## src/rtl/reset_seq_pkg.sv

```systemverilog
// Shared types and helpers for the reset sequencer.
//   seq_state_t : FSM state encoding (also exported on the seq_state debug port)
//   cnt_width   : width of the shared hold/gap counter
package reset_seq_pkg;

    localparam int unsigned STATE_W = 2;

    typedef enum logic [STATE_W-1:0] {
        ST_ASSERT  = 2'd0,
        ST_HOLD    = 2'd1,
        ST_RELEASE = 2'd2,
        ST_RUN     = 2'd3
    } seq_state_t;

    // Counter must hold values up to max(hold_cycles, stage_gap).
    function automatic int unsigned cnt_width(input int unsigned hold_cycles,
                                              input int unsigned stage_gap);
        int unsigned m;
        m = (hold_cycles > stage_gap) ? hold_cycles : stage_gap;
        return $clog2(m + 1);
    endfunction

endpackage

```

## src/rtl/rst_sync.sv

```systemverilog
// Asynchronous-clear, synchronous-propagate flop chain.
//   clock : sampling clock
//   rst_n : async active-low clear of the whole chain (output goes 0 at once)
//   d     : data shifted in (tie to 1 for a classic reset synchroniser)
//   q     : last stage of the chain
module rst_sync #(
    parameter int unsigned STAGES = 2
) (
    input  logic clock,
    input  logic rst_n,
    input  logic d,
    output logic q
);

    logic [STAGES-1:0] chain;

    always_ff @(posedge clock or negedge rst_n) begin
        if (!rst_n) begin
            chain <= '0;
        end else begin
            chain <= {chain[STAGES-2:0], d};
        end
    end

    assign q = chain[STAGES-1];

endmodule

```

## src/rtl/reset_sequencer.sv

```systemverilog
// Reset manager: merges async reset sources and a software request, then
// releases NUM_OUT reset domains in order with programmable gaps, and keeps
// a sticky record of what caused the last reset.
//   clock     : system clock
//   resetn    : async active-low power-on reset, clears everything incl. cause
//   src_n     : async active-low reset sources
//   sw_req    : sync software reset request (honoured only in RUN)
//   cause_clr : sync clear of the cause register
//   rst_n_out : staged resets, async assert / sync deassert, index 0 first
//   ready     : all domains released
//   cause     : sticky cause, bit i = src_n[i] low, bit NUM_SRC = software
//   seq_state : current FSM state (debug)
module reset_sequencer
    import reset_seq_pkg::*;
#(
    parameter int unsigned NUM_SRC     = 2,
    parameter int unsigned NUM_OUT     = 3,
    parameter int unsigned SYNC_STAGES = 2,
    parameter int unsigned HOLD_CYCLES = 16,
    parameter int unsigned STAGE_GAP   = 4
) (
    input  logic               clock,
    input  logic               resetn,
    input  logic [NUM_SRC-1:0] src_n,
    input  logic               sw_req,
    input  logic               cause_clr,
    output logic [NUM_OUT-1:0] rst_n_out,
    output logic               ready,
    output logic [NUM_SRC:0]   cause,
    output logic [1:0]         seq_state
);

    localparam int unsigned CNT_W = cnt_width(HOLD_CYCLES, STAGE_GAP);
    localparam int unsigned STG_W = $clog2(NUM_OUT + 1);

    if (SYNC_STAGES < 2 || HOLD_CYCLES < 1 || STAGE_GAP < 1 ||
        NUM_OUT < 1 || NUM_SRC < 1) begin : g_bad_params
        $error("reset_sequencer: illegal parameter combination");
    end

    // Combined async reset: any source or the power-on reset clears the sequence.
    logic arst_n;
    assign arst_n = resetn & (&src_n);

    logic arst_sync;
    logic arst_ok;

    rst_sync #(.STAGES(SYNC_STAGES)) u_arst_sync (
        .clock (clock),
        .rst_n (arst_n),
        .d     (1'b1),
        .q     (arst_sync)
    );

    seq_state_t         state, state_next;
    logic [CNT_W-1:0]   cnt, cnt_next;
    logic [STG_W-1:0]   stage, stage_next;
    logic [NUM_OUT-1:0] out_next;
    logic               ready_next;

    // State register; outputs are registered alongside so they never glitch.
    // arst_ok retimes the synchroniser output into the FSM's own flop domain.
    always_ff @(posedge clock or negedge arst_n) begin
        if (!arst_n) begin
            state     <= ST_ASSERT;
            cnt       <= '0;
            stage     <= '0;
            arst_ok   <= 1'b0;
            rst_n_out <= '0;
            ready     <= 1'b0;
        end else begin
            state     <= state_next;
            cnt       <= cnt_next;
            stage     <= stage_next;
            arst_ok   <= arst_sync;
            rst_n_out <= out_next;
            ready     <= ready_next;
        end
    end

    // Next-state: stage counts how many domains are released.
    always_comb begin
        state_next = state;
        cnt_next   = cnt;
        stage_next = stage;
        case (state)
            ST_ASSERT: begin
                cnt_next   = '0;
                stage_next = '0;
                if (arst_ok) begin
                    state_next = ST_HOLD;
                end
            end
            ST_HOLD: begin
                if (cnt == CNT_W'(HOLD_CYCLES - 1)) begin
                    cnt_next   = '0;
                    stage_next = STG_W'(1);
                    state_next = (NUM_OUT == 1) ? ST_RUN : ST_RELEASE;
                end else begin
                    cnt_next = cnt + CNT_W'(1);
                end
            end
            ST_RELEASE: begin
                if (cnt == CNT_W'(STAGE_GAP - 1)) begin
                    cnt_next   = '0;
                    stage_next = stage + STG_W'(1);
                    if (stage + STG_W'(1) == STG_W'(NUM_OUT)) begin
                        state_next = ST_RUN;
                    end
                end else begin
                    cnt_next = cnt + CNT_W'(1);
                end
            end
            ST_RUN: begin
                if (sw_req) begin
                    state_next = ST_ASSERT;
                    cnt_next   = '0;
                    stage_next = '0;
                end
            end
            default: begin
                state_next = ST_ASSERT;
            end
        endcase
    end

    // Output decode from next-state values, captured by the state register.
    always_comb begin
        out_next   = '0;
        ready_next = (state_next == ST_RUN);
        for (int unsigned k = 0; k < NUM_OUT; k++) begin
            out_next[k] = (STG_W'(k) < stage_next);
        end
    end

    assign seq_state = state;

    // Cause capture: per-source sync flags a low source, kept alive by resetn only.
    logic [NUM_SRC-1:0] src_low;

    for (genvar i = 0; i < NUM_SRC; i++) begin : g_src_sync
        rst_sync #(.STAGES(2)) u_src_sync (
            .clock (clock),
            .rst_n (resetn),
            .d     (~src_n[i]),
            .q     (src_low[i])
        );
    end

    logic             sw_accept;
    logic [NUM_SRC:0] cause_set;

    assign sw_accept = (state == ST_RUN) && sw_req;
    assign cause_set = {sw_accept, src_low};

    // Set beats clear on the same edge, bit by bit.
    always_ff @(posedge clock or negedge resetn) begin
        if (!resetn) begin
            cause <= '0;
        end else if (cause_clr) begin
            cause <= cause_set;
        end else begin
            cause <= cause | cause_set;
        end
    end

endmodule

```

## config.mk

```make
export PLATFORM = sky130hd
export DESIGN_NAME = reset_sequencer
export DESIGN_NICKNAME = d
export VERILOG_FILES = /design/src/rtl/reset_seq_pkg.sv /design/src/rtl/rst_sync.sv /design/src/rtl/reset_sequencer.sv
export SDC_FILE = /design/constraint.sdc
export NUM_CORES = 1
export LEC_CHECK = 0
export CORE_ASPECT_RATIO = 0.75
export CORE_MARGIN = 4
export CORE_UTILIZATION = 50
export DETAILED_ROUTE_END_ITERATION = 12
export GPL_TIMING_DRIVEN = 0
export PLACE_DENSITY = 0.74
export SETUP_SLACK_MARGIN = 0.2
export SLEW_MARGIN = 20
export SYNTH_ARGS = -nofsm -noshare
export SYNTH_HDL_FRONTEND = slang
export SYNTH_SLANG_ARGS = --single-unit
```

## constraint.sdc

```tcl
create_clock -name clock -period 2.31 [get_ports clock]
set_input_delay 0.693 -clock clock [delete_from_list [all_inputs] [get_ports clock]]
set_output_delay 0.693 -clock clock [all_outputs]
set_load 0.02 [all_outputs]
```

==> impl_metrics.toml, run 1 <==
[timing]
fin_crit_sh_pct = 88.6
rsz0062_at_grt = "no"
fin_skew_ns = 0.00207
slew_headroom_pct = 54.3
max_freq_mhz = 489
slew_violations = 0
tns_ns = 0
post-route-min-period_ns = 2.05
max_slew.worst_pin.slew_ns = 0.686
fin_ws_ns = 0.263
finalSetupViolCount = 0
hold_viol = 0

[final_layout]
mostFrequentLayoutCells = "22 x dfrtp_1, 13 x clkdlybuf4s50_1, 10 x inv_1, 7 x o21ai_1, 7 x ha_1"
final_util_pct = 68.3
synthToLayoutAreaGrowth_pct = 22.0
final_common_cell = "dfrtp_1"
antenna_cells = 0
nets = 127
layout-drive-gt1-share_pct = 11.6

[global_route]
grt_usage_pct = 16.5
grt_max_degree = 16
grt_pass1_vias = 740
use_met1_pct = 22.4
busiest_layer = "met2"
grt_use_met2_pct = 24.8
antenna_found_initial = 0
grt_pass1_wl_um = 3350
grt_overflow = 0
grtUsageMet3_pct = 5.22

[setup_path]
cp-end-kind = "output port"
required_ns = 1.62
path_delay_family = "buffers and inverters"
critPathArrivalTime_ns = 1.35
critPathMaxFanout = 4
path_buf_inv = 1
cp_slowest_cell = "clkdlybuf4s50_1"
worstPathCellList = "clkdlybuf4s50_1"
crit_type = "reg -> out"
cp-start-kind = "flip-flop"
slowest_delay_ns = 0.63

[route]
num_vias = 739
firstDrtPassIters = 4
via_per_inst = 5.51
wirelength_um = 1950
drtIter0Drc = 10
wl_per_cell_um = 14.5
final_antenna_net_count = 0
drc = 0

[placement]
preCtsSetupSlack_ns = 0.109
place_hpwl_um = 1490
place_congestion = 0.834
port_buffers = 14

[cts]
post-cts-setup-buffers = 0
clk_pin_slew_ns = 0.12
cts_root_buf = "clkbuf_4"
ctsHtreeMaxLevel = 1
cts_buffer_depth = 2
numCtsBuffers = 3
cts.sink_count = 22
cts_tree = "built"
clk_latency_ns = 0.30

[pwr]
finalPower_mw = 1.01
power.density_nw_per_um2 = 806
p_leak_nw = 0.576
ir_drop_mv = 0.744

[synthesis]
synth_area_um2 = 1030
netlist_instances = 94
synth_seq_cells = 22
yosysUniqueCellTypes = 32
yosys_warnings = 0
synth_area_per_cell_um2 = 10.9
syn-num-nets = 108
ys_seq_area_share_pct = 53.5

[die]
die_h_um = 47.3
io_pins = 15
initial_core_util_pct = 56.0
die_area_um2 = 2850
core-area_um2 = 1840
die_w_um = 60.4
num_rows = 13

[flow_run]
cap_violations = 0

[hold_path]
hp-class = "reg -> reg"

[outcome]
outcome = "finished clean"
## registers in the layout, summed over array words and instances, names as in the netlist, 2 cells and up
signal,count
cnt,5
g_src_sync.u_src_sync.chain,4
cause,3
rst_n_out,3
seq_state,2
u_arst_sync.chain,2
## what timing repair did
action | 4_1_cts | 5_1_grt
setup endpoints to repair | 1 | 2
resized for setup | 1 | 2
pin swaps | 0 | 0
hold buffers | 0 | 0
## synth_stat cells
cell type  instances  share of area, %
a21o_1             2               1.5
a21oi_1            4               1.9
a22o_1             1              0.85
a311o_1            1              0.97
a31oi_1            1              0.61
and2_1             2               1.2
and3_1             1              0.61
and3_4             1               1.1
buf_4              1              0.73
clkbuf_1           1              0.36
conb_1             1              0.36
dfrtp_1           22                54
ha_1               8               9.7
inv_1             10               3.7
inv_2              1              0.36
nand2_1            4               1.5
nand2b_1           5               3.0
nand3_1            4               1.9
nand4_1            1              0.61
nor2_1             3               1.1
nor2b_1            2               1.2
nor3_1             1              0.49
nor3_2             1              0.97
nor4_2             1               1.2
nor4b_2            1               1.5
o21ai_0            2              0.97
o21ai_1            7               3.4
o311ai_1           1              0.85
o31ai_1            1              0.73
o32ai_1            1              0.85
or4b_4             1               1.3
xnor2_1            1              0.85
## metrics by stage
step	hold slack (ns)	instances	instance area (um2)
after floorplan	0.331	94	1030
after global placement	0.332	130	1200
after detailed placement	0.336	130	1200
after CTS	0.366	134	1250
after global routing	0.377	134	1250
final	0.360	134	1250
## path summary, 6_finish.rpt
kind | slack [ns] | startpoint | to | cells past startpoint
max | 0.26 | seq_state[1]$_DFF_PN0_ | seq_state[1] | 1
min in group asynchronous | 0.63 | resetn | cause[0]$_DFF_PN0_ | 1
min reg2reg | 0.36 | u_arst_sync.chain[1]$_DFF_PN0_ | arst_ok$_DFF_PN0_ | 0
max in group asynchronous | 0.69 | resetn | cnt[2]$_DFFE_PN0P_ | 2
min | 0.36 | u_arst_sync.chain[1]$_DFF_PN0_ | arst_ok$_DFF_PN0_ | 0
max reg2reg | 0.41 | cnt[0]$_DFFE_PN0P_ | ready$_DFF_PN0_ | 8
## cell type report
| type | count | area, um2 |
|---|---|---|
| Inverter | 11 | 41.3 |
| Multi-Input combinational cell | 59 | 433 |
| Clock inverter | 1 | 30.0 |
| Fill cell | 160 | 583 |
| Tap cell | 22 | 27.5 |
| Buffer | 2 | 11.3 |
| Timing Repair Buffer | 14 | 139 |
| Clock buffer | 3 | 22.5 |
| Sequential cell | 22 | 551 |
## routing by layer
| metal | up-vias | routed length [um] |
|---|---|---|
| li1 | 355 | - |
| met5 | - | 0 |
| met4 | 0 | 42 |
| met1 | 355 | 939 |
| met2 | 23 | 856 |
| met3 | 6 | 108 |
## kinds of logic (layout without fill, tap and decap cells)
| kind of cell | count (synthesis) | count (layout) | synth area share, % |
|---|---|---|---|
| simple gates | 28 | 28 | 17.8 |
| flops | 22 | 22 | 53.5 |
| compound gates | 21 | 21 | 12.7 |
| buf+inv | 13 | 31 | 5.11 |
| fa+ha+maj | 8 | 8 | 9.73 |
| other cells | 1 | 1 | 0.365 |
| xor+xnor | 1 | 1 | 0.852 |
## where the power goes
group	switching (mW)	leakage (nW)	total (mW)	internal [mW]
Sequential	0.0270	0.283	0.445	0.418
Clock	0.115	0.0279	0.290	0.175
Combinational	0.167	0.265	0.277	0.110
No activity file was read; power rests on OpenSTA's default activity.
==> inputs of run 2 (changes only) <==
--- a/config.mk
+++ b/config.mk
@@ -12,7 +12,6 @@
 export GPL_TIMING_DRIVEN = 0
 export PLACE_DENSITY = 0.74
 export SETUP_SLACK_MARGIN = 0.2
-export SLEW_MARGIN = 20
 export SYNTH_ARGS = -nofsm -noshare
 export SYNTH_HDL_FRONTEND = slang
 export SYNTH_SLANG_ARGS = --single-unit
==> results of run 2 <==
Final layout, timing and power as in run 1 (identical DEF).
==> inputs of run 3 (changes only) <==
--- a/config.mk
+++ b/config.mk
@@ -7,10 +7,10 @@
 export LEC_CHECK = 0
 export CORE_ASPECT_RATIO = 0.75
 export CORE_MARGIN = 4
-export CORE_UTILIZATION = 50
+export CORE_UTILIZATION = 47
 export DETAILED_ROUTE_END_ITERATION = 12
 export GPL_TIMING_DRIVEN = 0
-export PLACE_DENSITY = 0.74
+export PLACE_DENSITY = 0.73
 export SETUP_SLACK_MARGIN = 0.2
 export SYNTH_ARGS = -nofsm -noshare
 export SYNTH_HDL_FRONTEND = slang
==> constraint.sdc (replaced) <==
create_clock -name clock -period 1.8 [get_ports clock]
set_input_delay 0.54 -clock clock [delete_from_list [all_inputs] [get_ports clock]]
set_output_delay 0.54 -clock clock [all_outputs]
set_load 0.02 [all_outputs]
==> run 3 against run 2 <==
Compared with the run above:
- global-route usage shrank 0.064 points
- total power grew 45%
- wire length increased by 16%
- largest power group unchanged
==> impl_metrics.toml, run 3 (same netlist as run 1, synthesis figures left out) <==
[setup_path]
r2r-start = "cnt[1]$_DFFE_PN0P_"
cp-start-kind = "input pin"
crit_type = "in -> reg"
critPathArrivalTime_ns = 1.92
critPathMaxFanout = 6
cp_slowest_cell = "clkdlybuf4s50_1"
crit_start = "sw_req"
regToRegSetupSlack_ns = 0.13
r2r_end = "ready$_DFF_PN0_"
r2r_cells = 8
worstPathCellList = "clkdlybuf4s50_1, nand2b_1, a31oi_1, a311o_1, and2_1"
setup.worst_path.end = "ready$_DFF_PN0_"
cp-end-kind = "flip-flop"
required_ns = 2.02
slowest_delay_ns = 0.50

[cts]
cts.sink_count = 22
cts_root_buf = "clkbuf_4"
numCtsBuffers = 3
holdBufCountCts = 0
cts_tree = "built"
clk_latency_ns = 0.32
cts_buffer_depth = 2
clk_pin_slew_ns = 0.13
ctsHtreeMaxLevel = 1

[final_layout]
nets = 135
final_common_cell = "dfrtp_1"
antenna_cells = 0
mostFrequentLayoutCells = "20 x dfrtp_1, 9 x inv_1, 8 x buf_4, 6 x clkdlybuf4s15_1"
layout-drive-gt1-share_pct = 32.5
largest_registers = "cnt x5, g_src_sync.u_src_sync.chain x4"
largest_reg_flops = 5
top_register = "cnt"
synthToLayoutAreaGrowth_pct = 38.6

[route]
via_per_inst = 5.42
wirelength_um = 2250
final_antenna_net_count = 0
wl_per_cell_um = 15.6
drtIter0Drc = 33
num_vias = 781
drc = 0
firstDrtPassIters = 4

[flow_run]
cap_violations = 0

[pwr]
p_seq_share_pct = 39.2
power.density_nw_per_um2 = 1030
p_comb_share_pct = 34.5
p_int_mw = 1.00
ir_drop_mv = 0.860
switching_share_pct = 31.9
p_sw_mw = 0.469
clock_power_share_pct = 26.3
p_leak_nw = 0.638

[timing]
rsz0062_at_grt = "yes"
post-route-min-period_ns = 1.69
tns_ns = 0
max_freq_mhz = 590
finalSetupViolCount = 0
slew_violations = 0
fin_skew_ns = 0.00549
hold_ws_ns = 0.367
fin_crit_sh_pct = 94.1
hold_viol = 0

[hold_path]
hp-class = "reg -> reg"

[die]
initial_core_util_pct = 50.2
die_area_um2 = 3010
io_pins = 15
num_rows = 14
die_w_um = 62.0
core-area_um2 = 2050
die_h_um = 48.5

[global_route]
grt_pass1_vias = 820
grt_pass1_wl_um = 3650
antenna_found_initial = 0
grt_usage_pct = 16.4
grt_max_degree = 16
grt_overflow = 0

[placement]
place_hpwl_um = 1480
place_congestion = 0.778
port_buffers = 14

[outcome]
outcome = "finished clean"
run 3: area by class of cell:
class | count | area [um2]
Buffer | 2 | 12.5
Clock buffer | 3 | 22.5
Clock inverter | 1 | 30.0
Fill cell | 160 | 624
Inverter | 11 | 41.3
Multi-Input combinational cell | 59 | 531
Sequential cell | 22 | 553
Tap cell | 24 | 30.0
Timing Repair Buffer | 22 | 205
run 3: power groups by stage:
stage               sequential (mW)  combinational [mW]  clock (mW)
global placement              0.581               0.344           0
global route                  0.582               0.552       0.408
CTS                           0.574               0.441       0.392
finish                        0.577               0.507       0.387
floorplan                     0.596               0.234           0
detailed placement            0.585               0.352           0
run 3: worst min-delay path by stage:
stage	startpoint	end	slack, ns	cells past startpoint
4_1_cts	g_src_sync[1].u_src_sync.chain[0]$_DFF_PN0_	g_src_sync[1].u_src_sync.chain[1]$_DFF_PN0_	0.37	0
5_1_grt	g_src_sync[1].u_src_sync.chain[0]$_DFF_PN0_	g_src_sync[1].u_src_sync.chain[1]$_DFF_PN0_	0.38	0
3_3_place_gp	u_arst_sync.chain[0]$_DFF_PN0_	u_arst_sync.chain[1]$_DFF_PN0_	0.33	0
6_report	g_src_sync[1].u_src_sync.chain[0]$_DFF_PN0_	g_src_sync[1].u_src_sync.chain[1]$_DFF_PN0_	0.37	0
3_5_place_dp	g_src_sync[1].u_src_sync.chain[0]$_DFF_PN0_	g_src_sync[1].u_src_sync.chain[1]$_DFF_PN0_	0.34	0
2_1_floorplan	resetn	cause[0]$_DFF_PN0_	0.24	0
run 3: through the flow:
step / setup WS [ns] / area (um2) / power, mW / std cells / util (%)
2_1_floorplan: 0.222 / 1060 / 0.830 / 94 / -
3_3_place_gp: -0.185 / 1230 / 0.925 / 132 / 59.8
3_5_place_dp: -0.161 / 1230 / 0.936 / 132 / 59.8
4_1_cts: 0.0303 / 1350 / 1.41 / 140 / 65.8
5_1_grt: 0.0649 / 1430 / 1.54 / 144 / 69.5
6_report: 0.106 / 1430 / 1.47 / 144 / 69.5
run 3: timing repair:
| action | CTS | global route |
|---|---|---|
| pin swaps | 3 | 2 |
| buffers inserted | 4 | 4 |
| gates cloned | 0 | 0 |
| setup endpoints to repair | 18 | 32 |
| hold endpoints to repair | 0 | 0 |
| gates resized for setup | 20 | 16 |
run 3: critical path: cells and delay by family:
kind / cells / cell delay [ns]
simple gates: 2 / 0.44
compound gates: 2 / 0.43
buf+inv: 1 / 0.50
run 3: per-layer routing:
layer / vias to the layer above / routed length [um] / global-route usage, %
met3: 7 / 115 / 6.65
met2: 19 / 1060 / 23.3
li1: 373 / - / -
met1: 382 / 1040 / 23.0
met5: - / 0 / 0
met4: 0 / 34 / 4.59
